--- src/rtl/div_wb_ctrl.sv ---
// Sequences a multi-cycle divider against the single regfile write port.
// It also stalls ID on structural and RAW/WAW hazards with the pending destination.
module div_wb_ctrl #(
    parameter int XLEN = 64
) (
    input  logic            clk,
    input  logic            rst,
    input  logic            id_valid_i,
    input  logic            id_div_en_i,
    input  logic [2:0]      id_div_sel_i,
    input  logic [4:0]      id_rd_i,
    input  logic [4:0]      id_rs1_i,
    input  logic [4:0]      id_rs2_i,
    input  logic            id_rs1_used_i,
    input  logic            id_rs2_used_i,
    input  logic            id_wben_i,
    input  logic            flush_i,
    output logic            div_start_o,
    output logic [2:0]      div_sel_o,
    input  logic            div_done_i,
    input  logic [XLEN-1:0] div_result_i,
    input  logic            pipe_wb_en_i,
    input  logic [4:0]      pipe_wb_rd_i,
    input  logic [XLEN-1:0] pipe_wb_data_i,
    output logic            rf_wr_en_o,
    output logic [4:0]      rf_wr_addr_o,
    output logic [XLEN-1:0] rf_wr_data_o,
    output logic            stall_o,
    output logic            busy_o,
    output logic [31:0]     stall_cnt_o
);

    typedef enum logic [1:0] {
        S_IDLE = 2'd0,
        S_BUSY = 2'd1,
        S_HOLD = 2'd2
    } state_t;

    state_t            r_state;
    state_t            w_state_eff;
    state_t            w_next;
    logic [4:0]        r_pend_rd;
    logic [XLEN-1:0]   r_hold_data;
    logic [31:0]       r_stall_cnt;
    logic              w_hazard;
    logic              w_stall;
    logic              w_issue;
    logic              w_div_wr;
    logic              w_hold_cap;
    logic [XLEN-1:0]   w_div_data;

    // Hazard, stall and issue decode; reset makes the controller look idle.
    always_comb begin
        w_state_eff = rst ? S_IDLE : r_state;
        w_hazard    = (w_state_eff != S_IDLE) && (r_pend_rd != 5'd0) &&
                      ((id_rs1_used_i && (id_rs1_i == r_pend_rd)) ||
                       (id_rs2_used_i && (id_rs2_i == r_pend_rd)) ||
                       (id_wben_i     && (id_rd_i  == r_pend_rd)));
        w_stall     = id_valid_i && !flush_i &&
                      ((id_div_en_i && (w_state_eff != S_IDLE)) || w_hazard);
        w_issue     = id_valid_i && id_div_en_i && !flush_i && !w_stall &&
                      (w_state_eff == S_IDLE) && !rst;
        w_div_wr    = !pipe_wb_en_i &&
                      (((w_state_eff == S_BUSY) && div_done_i) || (w_state_eff == S_HOLD));
        w_hold_cap  = (w_state_eff == S_BUSY) && div_done_i && pipe_wb_en_i;
        w_div_data  = (w_state_eff == S_HOLD) ? r_hold_data : div_result_i;
    end

    // Regfile port mux: pipeline has priority, writes to x0 are suppressed.
    always_comb begin
        rf_wr_en_o   = 1'b0;
        rf_wr_addr_o = 5'd0;
        rf_wr_data_o = {XLEN{1'b0}};
        if (pipe_wb_en_i) begin
            rf_wr_en_o   = (pipe_wb_rd_i != 5'd0);
            rf_wr_addr_o = pipe_wb_rd_i;
            rf_wr_data_o = pipe_wb_data_i;
        end else if (w_div_wr) begin
            rf_wr_en_o   = (r_pend_rd != 5'd0);
            rf_wr_addr_o = r_pend_rd;
            rf_wr_data_o = w_div_data;
        end else begin
            rf_wr_en_o   = 1'b0;
        end
    end

    // Next-state logic.
    always_comb begin
        w_next = w_state_eff;
        case (w_state_eff)
            S_IDLE: begin
                if (w_issue) begin
                    w_next = S_BUSY;
                end else begin
                    w_next = S_IDLE;
                end
            end
            S_BUSY: begin
                if (div_done_i) begin
                    w_next = pipe_wb_en_i ? S_HOLD : S_IDLE;
                end else begin
                    w_next = S_BUSY;
                end
            end
            S_HOLD: begin
                if (pipe_wb_en_i) begin
                    w_next = S_HOLD;
                end else begin
                    w_next = S_IDLE;
                end
            end
            default: w_next = S_IDLE;
        endcase
    end

    // State, pending destination, held result and stall counter.
    always_ff @(posedge clk) begin
        if (rst) begin
            r_state     <= S_IDLE;
            r_pend_rd   <= 5'd0;
            r_hold_data <= {XLEN{1'b0}};
            r_stall_cnt <= 32'd0;
        end else begin
            r_state <= w_next;
            if (w_issue) begin
                r_pend_rd <= id_wben_i ? id_rd_i : 5'd0;
            end
            if (w_hold_cap) begin
                r_hold_data <= div_result_i;
            end
            if (w_stall) begin
                r_stall_cnt <= r_stall_cnt + 32'd1;
            end
        end
    end

    assign div_start_o = w_issue;
    assign div_sel_o   = id_div_sel_i;
    assign stall_o     = w_stall;
    assign busy_o      = (w_state_eff != S_IDLE);
    assign stall_cnt_o = r_stall_cnt;

endmodule

--- config.mk ---
export PLATFORM = sky130hd
export DESIGN_NAME = div_wb_ctrl
export DESIGN_NICKNAME = d
export VERILOG_FILES = /design/src/rtl/div_wb_ctrl.sv
export SDC_FILE = /design/constraint.sdc
export NUM_CORES = 1
export LEC_CHECK = 0
export ABC_CLOCK_PERIOD_IN_PS = 4700
export CORE_AREA = 2 2 104 106
export DETAILED_ROUTE_END_ITERATION = 8
export DIE_AREA = 0 0 106 108
export DONT_BUFFER_PORTS = 1
export PLACE_DENSITY = 0.71
export SYNTH_ARGS = -nofsm -noshare
export SYNTH_HDL_FRONTEND = slang
export SYNTH_SLANG_ARGS = --single-unit
--- constraint.sdc ---
create_clock -name clk -period 4.7 [get_ports clk]
set_input_delay 0.47 -clock clk [delete_from_list [all_inputs] [get_ports clk]]
set_output_delay 0.47 -clock clk [all_outputs]
set_load 0.02 [all_outputs]
# ---- Word level (Yosys, flattened, before mapping)
# Cells that the tools add are included.
dict set report op_classes {
  n_addsub 1
  eq_ne 5
  mux 13
  reduce_logical 28
}
# op n
set op_table {}
lappend op_table {{$mux 64} 3}
lappend op_table {{$add 32x1->32 const B} 1}
lappend op_table {{$logic_and 1x1->1} 16}
lappend op_table {{$eq 5x5->1} 3}
lappend op_table {{$mux 5} 3}
lappend op_table {{$reduce_bool 5->1} 2}
lappend op_table {{$mux 2} 3}
lappend op_table {{$pmux 2 s3} 1}
lappend op_table {{$logic_not 1->1} 4}
lappend op_table {{$logic_or 1x1->1} 4}
lappend op_table {{$mux 1} 3}
lappend op_table {{$eq 2x1->1 const B} 1}
lappend op_table {{$eq 2x2->1 const B} 1}
lappend op_table {{$logic_not 2->1} 1}
lappend op_table {{$reduce_bool 2->1} 1}
dict set report totals {
  regBits 103
  in_bits 161
  out_inout_bits 108
  word_cells 51
}

# ---- Longest topological paths before layout
# Gate-level depths: netlist (run 1).
dict set report depth {
  depth_word 13
  ltp_mapped 9
  mapped_depth_nobuf 7
}

# ---- Worst setup path after synthesis (run 1)
# OpenSTA, ideal clock, no wires.
dict set report synth_path {
  kind {input-to-output}
  from {input port rst}
  to {output port rf_wr_data_o[10]}
  arrival_time_ps 1947
  t_required_ps 4230
  path_slack_ps 2283
  stages 6
  path_buffers 3
  path_cell_list {clkbuf_1 > nor2b_1 > clkbuf_1 > buf_2 > mux2i_1 > o21ai_0}
}
dict set report synth_between {
  elab_chain_len 7
  word_cells_on_any_way 9
  cone_classes {eq/ne: 2; mux: 4; reduce/logical: 3}
}
# element line_no
set synth_rtl {}
lappend synth_rtl {{start: declaration} 7} ;# input logic rst,
lappend synth_rtl {{$mux 2 (*)} 54} ;# w_state_eff = rst ? S_IDLE : r_state;
lappend synth_rtl {{$eq 2x1->1} 64} ;# (((w_state_eff == S_BUSY) && div_done_i) || (w_state_eff == S_HOLD));
lappend synth_rtl {{$logic_and 1x1->1} 64}
lappend synth_rtl {{$logic_or 1x1->1} 64}
lappend synth_rtl {{$logic_and 1x1->1} 63} ;# w_div_wr = !pipe_wb_en_i &&
lappend synth_rtl {{$mux 64 (*)} 78} ;# end else if (w_div_wr) begin
lappend synth_rtl {{$mux 64 (*)} 74} ;# if (pipe_wb_en_i) begin
lappend synth_rtl {{end: declaration} 27} ;# output logic [XLEN-1:0] rf_wr_data_o,
# Mark *: on every way between the ends. The rest lies on a longest branch, timed or not.

# ---- Worst setup path after layout (run 1)
dict set report layout_path {
  from {register r_state[0]}
  to {output port rf_wr_data_o[5]}
}
dict set report layout_between {
  elab_chain_len 7
  word_cells_on_any_way 9
  cone_classes {eq/ne: 2; mux: 4; reduce/logical: 3}
}
# element line_no
set layout_rtl {}
lappend layout_rtl {{start: declaration} 39} ;# state_t r_state;
lappend layout_rtl {{start signal: assignment} 124} ;# r_state <= w_next;
lappend layout_rtl {{$mux 2 (*)} 54}
lappend layout_rtl {{$eq 2x1->1} 64}
lappend layout_rtl {{$logic_and 1x1->1} 64}
lappend layout_rtl {{$logic_or 1x1->1} 64}
lappend layout_rtl {{$logic_and 1x1->1} 63}
lappend layout_rtl {{$mux 64 (*)} 78}
lappend layout_rtl {{$mux 64 (*)} 74}
# Marks and branches as above.

==> impl_metrics.tcl, run 1 <==
set metrics [dict create \
    outcome "completed" \
    start_util_pct 55.8 \
    drt-pass1-iter-count 5 \
    clk_latency_ps 360 \
    synth_area_um2 5710 \
    slew_headroom_pct 36.7 \
    synth.distinct_cells 40 \
    drt_iter0_drc 370 \
    yosysSeqAreaShare_pct 36.1 \
    wl_per_cell_um 17.9 \
    clockBufferDepth 2 \
    crit_end "rf_wr_data_o[5]" \
    cts_hold_buf 0 \
    dieArea_um2 11400 \
    yosys.cell_count.top_type "nand2_1" \
    gr-total-overflow 0 \
    fin_crit_ps 3290 \
    synthArstFlopShare_pct 0 \
    ys_top_cells_by_count "nand2_1, dfxtp_1, a21oi_1, o21ai_0, mux2i_1" \
    synth_warnings 0 \
    ys.flop_type "dfxtp_1" \
    final_nets 874 \
    worst-path-stages 4 \
    postRouteAntennaNets 0 \
    antenna_cells 0 \
    crit_type "reg2out" \
    yosysTopAreaCell "dfxtp_1" \
    rows 37 \
    max_freq_mhz 304 \
    drt_drc_violations_left 0 \
    hold_class "in2reg" \
    crit_arrival_ps 2820 \
    synth_nets 922 \
    synthTopCellsByArea "dfxtp_1, nand2_1, mux2i_1, a21oi_1, o21ai_0" \
    startpoint_type "register" \
    post_cts_buffers 0 \
    crit_slowest_cell "o21ai_0" \
    vias 5258 \
    end_kind "primary output" \
    grt_pass1_vias 4561 \
    drt_wl_total_mm 15.3 \
    cts.sinks 103 \
    antenna_found_initial 0 \
    syn2layout_area_growth_pct 2.41 \
    worst_r2r_endpoint "stall_cnt_o[28]$_SDFFE_PP0P_" \
    finalNonFillerCells 853 \
    crit_family "simple AND/OR/NAND/NOR gates" \
    grt_pass1_wl_mm 22.5 \
    max_cap_violations 0 \
    worstMarginPinSlew_ps 945 \
    crit_chain "nor2b_1 > a21oi_1 > or3_2 > o21ai_0" \
    power_leakage_nw 1.77 \
    timing.hold.ws_ps 166 \
    vias_per_cell 6.16 \
    r2r_slack_ps 2190 \
    h-tree-depth 3 \
    syn-mean-instance-area_um2 7.51 \
    gp_congestion 0.815 \
    cts_resized 0 \
    core_area_um2 10200 \
    critical_path_buf_inv_count 0 \
    critPathLaunch "r_state[0]$_SDFF_PP0_" \
    die_w_um 106 \
    grt_setup_unrepaired "no" \
    r2r_cells 6 \
    hold_violations 0 \
    drive_gt1_share_pct 4.46 \
    critPathMaxStageDelay_ps 840 \
    io_pins 269 \
    cp_max_fo 65 \
    final.setup.tns_ps 0 \
    synth-seq-cells 103 \
    peakVddDrop_mv 0.194 \
    yosysTopAreaCellShare_pct 36.1 \
    port_buffers 0 \
    grt_use_total_pct 24.1 \
    dieHeight_um 108 \
    dp_cells 837 \
    worst_ep_required_time_ps 4230 \
    grt_max_degree 110 \
    clock-root-buffer "clkbuf_8" \
    maxSlewViolCount 0 \
    cts_buffers 9 \
    fin_crit_sh_pct 69.9 \
    p_per_area_nw_per_um2 271 \
    synth_edf_count 0 \
    finClkSkew_ps 17.5 \
    dp_hpwl_mm 10.7 \
    fillers 960 \
    cts_tree "done" \
    r2r_start "stall_cnt_o[1]$_SDFFE_PP0P_" \
    syn_inst 760 \
    setup_violations 0 \
    path_clk_slew_ps 110 \
    fin_util_pct 57.1 \
]
sequential cells by signal, summed over array words and instances, names as in the netlist:
| name | flops |
|---|---|
| r_hold_data | 64 |
| r_pend_rd | 5 |
| r_state | 2 |
| stall_cnt_o | 32 |
how the worst min path moves through the flow:
stage                                   end                         from  cells past startpoint
2_1_floorplan   r_hold_data[0]$_SDFFE_PP0P_  r_hold_data[0]$_SDFFE_PP0P_                      2
3_3_place_gp    r_hold_data[5]$_SDFFE_PP0P_  r_hold_data[5]$_SDFFE_PP0P_                      2
3_5_place_dp    r_hold_data[0]$_SDFFE_PP0P_  r_hold_data[0]$_SDFFE_PP0P_                      2
4_1_cts        stall_cnt_o[25]$_SDFFE_PP0P_                          rst                      1
5_1_grt        stall_cnt_o[25]$_SDFFE_PP0P_                          rst                      1
6_report        r_hold_data[8]$_SDFFE_PP0P_                          rst                      1
metal layers:
| metal | wire length (µm) | global-route usage, % |
|---|---|---|
| met4 | 229 | 7.24 |
| met3 | 1040 | 4.94 |
| met1 | 6100 | 29.4 |
| met5 | 0 | 0 |
| met2 | 7900 | 42.9 |
power by group:
| part | internal [W] | total (W) | switching (W) |
|---|---|---|---|
| clock | 0.000253 | 0.000578 | 0.000325 |
| sequential | 0.000876 | 0.000880 | 0.00000332 |
| combinational | 0.0000368 | 0.000126 | 0.0000893 |
| total | 0.00117 | 0.00158 | 0.000418 |
logic make-up after synthesis:
family                     synth area share, %
AOI/OAI and AO/OA                         19.8
adders and majority gates                0.219
DFF                                       36.1
xor gates and xnor gates                  2.45
buffers and inverters                     5.87
and+or+nand+nor                           24.0
muxes                                     11.6
cell type report:
class	count	area, µm²	area share (%)
multi-input combinational	588	3340	57.2
inverter	5	18.8	0.321
clock inverter	7	77.6	1.33
clock buffer	9	124	2.12
sequential	103	2060	35.3
tap	136	170	2.91
timing repair buffer	5	50.0	0.856
placed cells by master (no fill, tap or decap), types with 3 or more instances in the layout:
cell,netlist,routed
nand2_1,213,213
dfxtp_1,103,103
a21oi_1,99,99
o21ai_0,69,69
mux2i_1,66,66
or4_1,26,26
o31ai_1,24,24
nand3_1,18,18
xor2_1,12,12
nor2_1,9,9
clkbuf_8,0,9
and3_1,8,8
a22o_1,5,5
xnor2_1,4,4
inv_1,4,4
nand4_1,4,4
buf_4,3,4
nor4_1,3,3
nor2b_1,4,3
nand2b_1,3,3
nand4b_1,3,3
inv_6,0,3
metrics by stage:
stage | setup slack [ps] | total power (W) | area (µm²)
6_report | 1410 | 0.00158 | 5850
2_1_floorplan | 2280 | 0.00103 | 5710
5_1_grt | 1260 | 0.00164 | 5850
3_5_place_dp | 1790 | 0.00103 | 5640
4_1_cts | 1370 | 0.00159 | 5850
3_3_place_gp | 1810 | 0.00102 | 5640
(Power assumes the default switching activity.)
==> run 2, diff against run 1 <==
ABC_AREA = 1   (was unset)
ABC_CLOCK_PERIOD_IN_PS = 2700   (was 4700)
CORE_AREA = unset   (was 2 2 104 106)
CORE_ASPECT_RATIO = 1.1   (was unset)
CORE_UTILIZATION = 58   (was unset)
DIE_AREA = unset   (was 0 0 106 108)
PLACE_DENSITY = 0.76   (was 0.71)
clock period = 2.7 ns   (was 4.7 ns; I/O delays follow)
==> impl_metrics.tcl, run 2 <==
set metrics [dict create \
    outcome "completed" \
    cts_buffers 9 \
    yosys.cell_count.top_type "nand2_1" \
    cts_tree "done" \
    place_ws_ps 696 \
    fin_crit_ps 2380 \
    drive_gt1_share_pct 10.8 \
    drt-pass1-iter-count 4 \
    synth_edf_count 0 \
    ys.flop_type "dfxtp_1" \
    rows 39 \
    fin_area_um2 7210 \
    synthTopCellsByArea "dfxtp_1, nand2_1, o21ai_0, a21oi_1, inv_1" \
    fin_crit_sh_pct 88.1 \
    gr-total-overflow 0 \
    synthArstFlopShare_pct 0 \
    seqCellArea_um2 2060 \
    dp_cells 1195 \
    timing.hold.ws_ps 50.7 \
    hold_depth 1 \
    antenna_cells 0 \
    clock-root-buffer "clkbuf_16" \
    dieArea_um2 11200 \
    yosysSeqAreaShare_pct 33.0 \
    syn_inst 1038 \
    worstMarginPinSlew_ps 734 \
    yosysTopAreaCell "dfxtp_1" \
    die_w_um 101 \
    hold_violations 0 \
    syn2layout_area_growth_pct 15.5 \
    wl_per_cell_um 14.0 \
    vias 6608 \
    drt_drc_violations_left 0 \
    grt_pass1_vias 5917 \
    grt_use_total_pct 30.1 \
    clockBufferDepth 2 \
    multi_input_area_um2 3490 \
    final_common_cell "nand2_1" \
    r2r_cells 12 \
    regMostFlops "r_hold_data" \
    setup_slack_ps 322 \
    largest_register_ffs 64 \
    fillers 961 \
    path_clk_slew_ps 70 \
    gp_congestion 0.923 \
    ys_top_cells_by_count "nand2_1, o21ai_0, inv_1, dfxtp_1, a21oi_1" \
    grt_pass1_wl_mm 27.3 \
    p_per_area_nw_per_um2 485 \
    synth-seq-cells 103 \
    yosys-mux-area-fraction_pct 0 \
    crit_top_cell "buf_4" \
    final_cell_mix "nand2_1, o21ai_0, inv_1, dfxtp_1, a21oi_1" \
    crit_type "reg2out" \
    grt_setup_unrepaired "no" \
    synth_compound_area_share_pct 24.7 \
    worst_ep_required_time_ps 2430 \
    max_freq_mhz 420 \
    maxSlewViolCount 0 \
    critPathMaxStageDelay_ps 310 \
    start_util_pct 59.8 \
    slew_headroom_pct 50.5 \
    drt_iter0_drc 355 \
    h-tree-depth 3 \
    place_area_um2 6830 \
    dieHeight_um 111 \
    synth_warnings 0 \
    core_area_um2 10400 \
    synth_nets 1200 \
    finClkSkew_ps 5.71 \
    end_kind "primary output" \
    final.setup.tns_ps 0 \
    antenna_found_initial 0 \
    drt_wl_total_mm 16.9 \
    peakVddDrop_mv 0.279 \
    syn-mean-instance-area_um2 6.02 \
    setup_violations 0 \
    synth_fa_ha_area_share_pct 0.200 \
    synth_area_um2 6250 \
    grt_max_degree 130 \
    yosys.area_share.simple_pct 28.6 \
    vias_per_cell 5.45 \
    crit_slowest_cell "dfxtp_1" \
    finalNonFillerCells 1212 \
    post_cts_buffers 0 \
    io_pins 269 \
    synth_top_family_by_area "simple AND/OR/NAND/NOR gates" \
    power_leakage_nw 3.34 \
    yosysTopAreaCellShare_pct 33.0 \
    crit_arrival_ps 2110 \
    startpoint_type "register" \
    final_nets 1226 \
    postRouteAntennaNets 0 \
    crit_chain "inv_1 > nor2_1 > nand3_1 > nand2_1 > nand2_2 > buf_4 > o21ai_0 > buf_4" \
    synth_xor_area_share_pct 2.10 \
    max_cap_violations 0 \
    hold_class "in2reg" \
    port_buffers 0 \
    cts.sinks 103 \
    clk_latency_ps 340 \
    synth.distinct_cells 26 \
    cp_max_fo 62 \
    dp_hpwl_mm 12.2 \
]
[run 2: path summary, 6_finish.rpt]
check	from	slack, ps	end
worst min register to register	r_hold_data[20]$_SDFFE_PP0P_	540	r_hold_data[20]$_SDFFE_PP0P_
worst max-delay path	r_state[0]$_SDFF_PP0_	320	rf_wr_data_o[42]
worst min-delay path	div_done_i	50	r_state[0]$_SDFF_PP0_
worst max register to register	r_pend_rd[1]$_SDFFE_PP0P_	680	stall_cnt_o[11]$_SDFFE_PP0P_
[run 2: what timing repair did]
item                                   4_1_cts  5_1_grt
gates resized for setup                      0        0
hold buffers                                 1        0
endpoints found under the hold margin       35        0
[run 2: layout make-up]
class                           count  area share [%]
Clock buffer                       12            3.69
Multi-Input combinational cell    754            48.4
Inverter                          114            5.93
Sequential cell                   103            28.6
Tap cell                          143            2.48
Clock inverter                      4            1.37
Timing Repair Buffer               82            9.57
[run 2: metal layers]
| layer | vias up | track usage (%) | share of wire, % |
|---|---|---|---|
| li1 | 3397 | - | - |
| met1 | 2934 | 35.3 | 41 |
| met2 | 239 | 51.8 | 49 |
| met3 | 38 | 7.69 | 8.0 |
| met4 | 0 | 11.5 | 2.7 |
| met5 | - | 0 | 0 |
[run 2: metrics by stage]
step	power [W]	utilization [%]
final	0.00350	69.1
after CTS	0.00352	69.1
after global routing	0.00363	69.1
after global placement	0.00196	65.4
after detailed placement	0.00197	65.4
after floorplan	0.00186	-
[run 2: kinds of logic (layout without fill, tap and decap cells)]
| logic type | Yosys count | count (layout) |
|---|---|---|
| xor gates and xnor gates | 15 | 15 |
| and+or+nand+nor | 433 | 433 |
| DFF | 103 | 103 |
| adders and majority gates | 1 | 1 |
| AOI/OAI and AO/OA | 305 | 305 |
| buffers and inverters | 181 | 212 |
[run 2: power by group]
part           internal [W]  total, W  switching, W  leakage, nW
sequential          0.00153   0.00154    0.00000778        0.831
clock              0.000986   0.00156      0.000571        0.179
combinational      0.000155  0.000403      0.000249         2.33
total               0.00267   0.00350      0.000828         3.34
[run 2: worst max-delay path: cells and delay by family, from the launching register on]
kind / cells / cell delay, ps
buffers and inverters: 3 / 560
AND/OR/NAND/NOR: 4 / 600
flip-flops: 1 / 310
AO/OA/AOI/OAI: 1 / 270
==> run 3, diff against run 2 <==
--- a/config.mk
+++ b/config.mk
@@ -12,5 +12,5 @@
 export DETAILED_ROUTE_END_ITERATION = 8
 export DONT_BUFFER_PORTS = 1
-export PLACE_DENSITY = 0.76
+export PLACE_DENSITY = 0.82
 export SYNTH_ARGS = -nofsm -noshare
 export SYNTH_HDL_FRONTEND = slang
==> constraint.sdc (replaced) <==
create_clock -name clk -period 2.7 [get_ports clk]
set_input_delay 0.135 -clock clk [delete_from_list [all_inputs] [get_ports clk]]
set_output_delay 0.135 -clock clk [all_outputs]
set_load 0.02 [all_outputs]
==> impl_metrics.tcl, run 3 (same netlist as run 2, synthesis figures left out) <==
set metrics [dict create \
    clk_latency_ps 340 \
    fin_crit_sh_pct 89.2 \
    drt_wl_total_mm 19.5 \
    cts_resized 0 \
    hold_violations 0 \
    startpoint_type "register" \
    gp_congestion 0.980 \
    peakVddDrop_mv 0.295 \
    vias_per_cell 5.65 \
    crit_arrival_ps 2270 \
    final.setup.tns_ps 0 \
    largest_register_ffs 64 \
    setup_violations 0 \
    grt_max_degree 130 \
    max_cap_violations 0 \
    hold_start "rst" \
    antenna_cells 0 \
    finClkSkew_ps 6.64 \
    regMostFlops "r_hold_data" \
    end_kind "primary output" \
    p_per_area_nw_per_um2 440 \
    dp_cells 1195 \
    cts_tree "done" \
    finalNonFillerCells 1281 \
    die_w_um 101 \
    post_cts_buffers 0 \
    fin_crit_ps 2410 \
    final_cell_mix "nand2_1, o21ai_0, inv_1, dfxtp_1, a21oi_1" \
    worst_ep_required_time_ps 2570 \
    grt_use_total_pct 35.0 \
    p_sw_share_pct 25.5 \
    path_clk_slew_ps 70 \
    start_util_pct 59.8 \
    core_area_um2 10400 \
    fin_util_pct 75.0 \
    syn2layout_area_growth_pct 25.4 \
    dp_hpwl_mm 12.7 \
    cts.sinks 103 \
    seqCellArea_um2 2060 \
    clockBufferDepth 2 \
    r2r_cells 12 \
    max_freq_mhz 415 \
    grt_setup_unrepaired "no" \
    r2r_start "r_pend_rd[1]$_SDFFE_PP0P_" \
    seqPwrFrac_pct 44.7 \
    outcome "completed" \
    antenna_found_initial 0 \
    dieHeight_um 111 \
    worst_r2r_endpoint "stall_cnt_o[27]$_SDFFE_PP0P_" \
    postRouteAntennaNets 0 \
    grt_pass1_vias 6901 \
    final_common_cell "nand2_1" \
    wl_per_cell_um 15.2 \
    p_clk_share_pct 40.8 \
    vias 7240 \
    dieArea_um2 11200 \
    gr-total-overflow 0 \
    final_nets 1295 \
    port_buffers 0 \
    cts_buffers 9 \
    rows 39 \
    io_pins 269 \
    drt_drc_violations_left 0 \
    worstMarginPinSlew_ps 695 \
    hold_class "in2reg" \
    drive_gt1_share_pct 10.1 \
    multi_input_area_um2 3490 \
    timing.hold.ws_ps 7.00 \
    slew_headroom_pct 53.2 \
    p_comb_share_pct 14.6 \
    power_leakage_nw 3.60 \
    p_int_w 0.00257 \
    maxSlewViolCount 0 \
    p_sw_w 0.000881 \
    holdPathEnd "r_state[0]$_SDFF_PP0_" \
    fillers 793 \
    r2r_slack_ps 650 \
    drt-pass1-iter-count 6 \
    clock-root-buffer "clkbuf_16" \
    grt_pass1_wl_mm 31.7 \
    hold_depth 3 \
    finalPower_w 0.00345 \
    crit_type "reg2out" \
    cts_hold_buf 70 \
    h-tree-depth 3 \
    drt_iter0_drc 503 \
    cp_max_fo 29 \
]
==> run 3: layout make-up <==
class,count,area share (%)
multi-input cells,754,44.5
flip-flops and latches,103,26.3
repair buffers,151,17.3
inverters,114,5.46
clock buffers,9,2.87
well taps,143,2.28
clock inverters,7,1.21
==> run 3: worst max-delay path, stage by stage (launching register included) <==
cell and delay [ps]:
dfxtp_1 330, inv_1 70, nor2_1 160, nand3_1 190
nand2_1 140, nand2_2 270, buf_4 320, o21ai_0 250
buf_4 200
==> run 3: power groups by stage <==
stage	sequential, W	combinational (W)	clock [W]
after floorplan	0.00157	0.000286	0
final	0.00154	0.000503	0.00140
after detailed placement	0.00157	0.000391	0
after global routing	0.00154	0.000545	0.00148
after CTS	0.00154	0.000486	0.00142
after global placement	0.00157	0.000387	0
==> run 3: metal layers <==
metal	vias to the layer above	global-route usage [%]	part of all wire [%]
met5	-	0	0
met4	0	19.1	4.4
met3	94	7.94	8.1
met2	399	60.5	49
met1	3210	39.2	38
li1	3537	-	-
==> run 3: worst max-delay path by stage <==
stage                                startpoint                            to  slack, ps  depth (start not counted)
floorplan           stall_cnt_o[0]$_SDFFE_PP0P_  stall_cnt_o[14]$_SDFFE_PP0P_        900                          8
global placement          r_state[0]$_SDFF_PP0_               rf_wr_data_o[6]        770                          8
detailed placement    r_pend_rd[4]$_SDFFE_PP0P_  stall_cnt_o[27]$_SDFFE_PP0P_        690                         12
CTS                       r_state[0]$_SDFF_PP0_               rf_wr_data_o[6]        340                          8
global route              r_state[0]$_SDFF_PP0_              rf_wr_data_o[16]         70                          8
finish                    r_state[0]$_SDFF_PP0_               rf_wr_data_o[6]        290                          8
==> run 3: per-stage QoR <==
| step | setup WS (ps) | area, µm² |
|---|---|---|
| after global routing | 74.4 | 7840 |
| after floorplan | 902 | 6250 |
| after detailed placement | 688 | 6800 |
| after CTS | 335 | 7840 |
| after global placement | 766 | 6800 |
| final | 291 | 7840 |
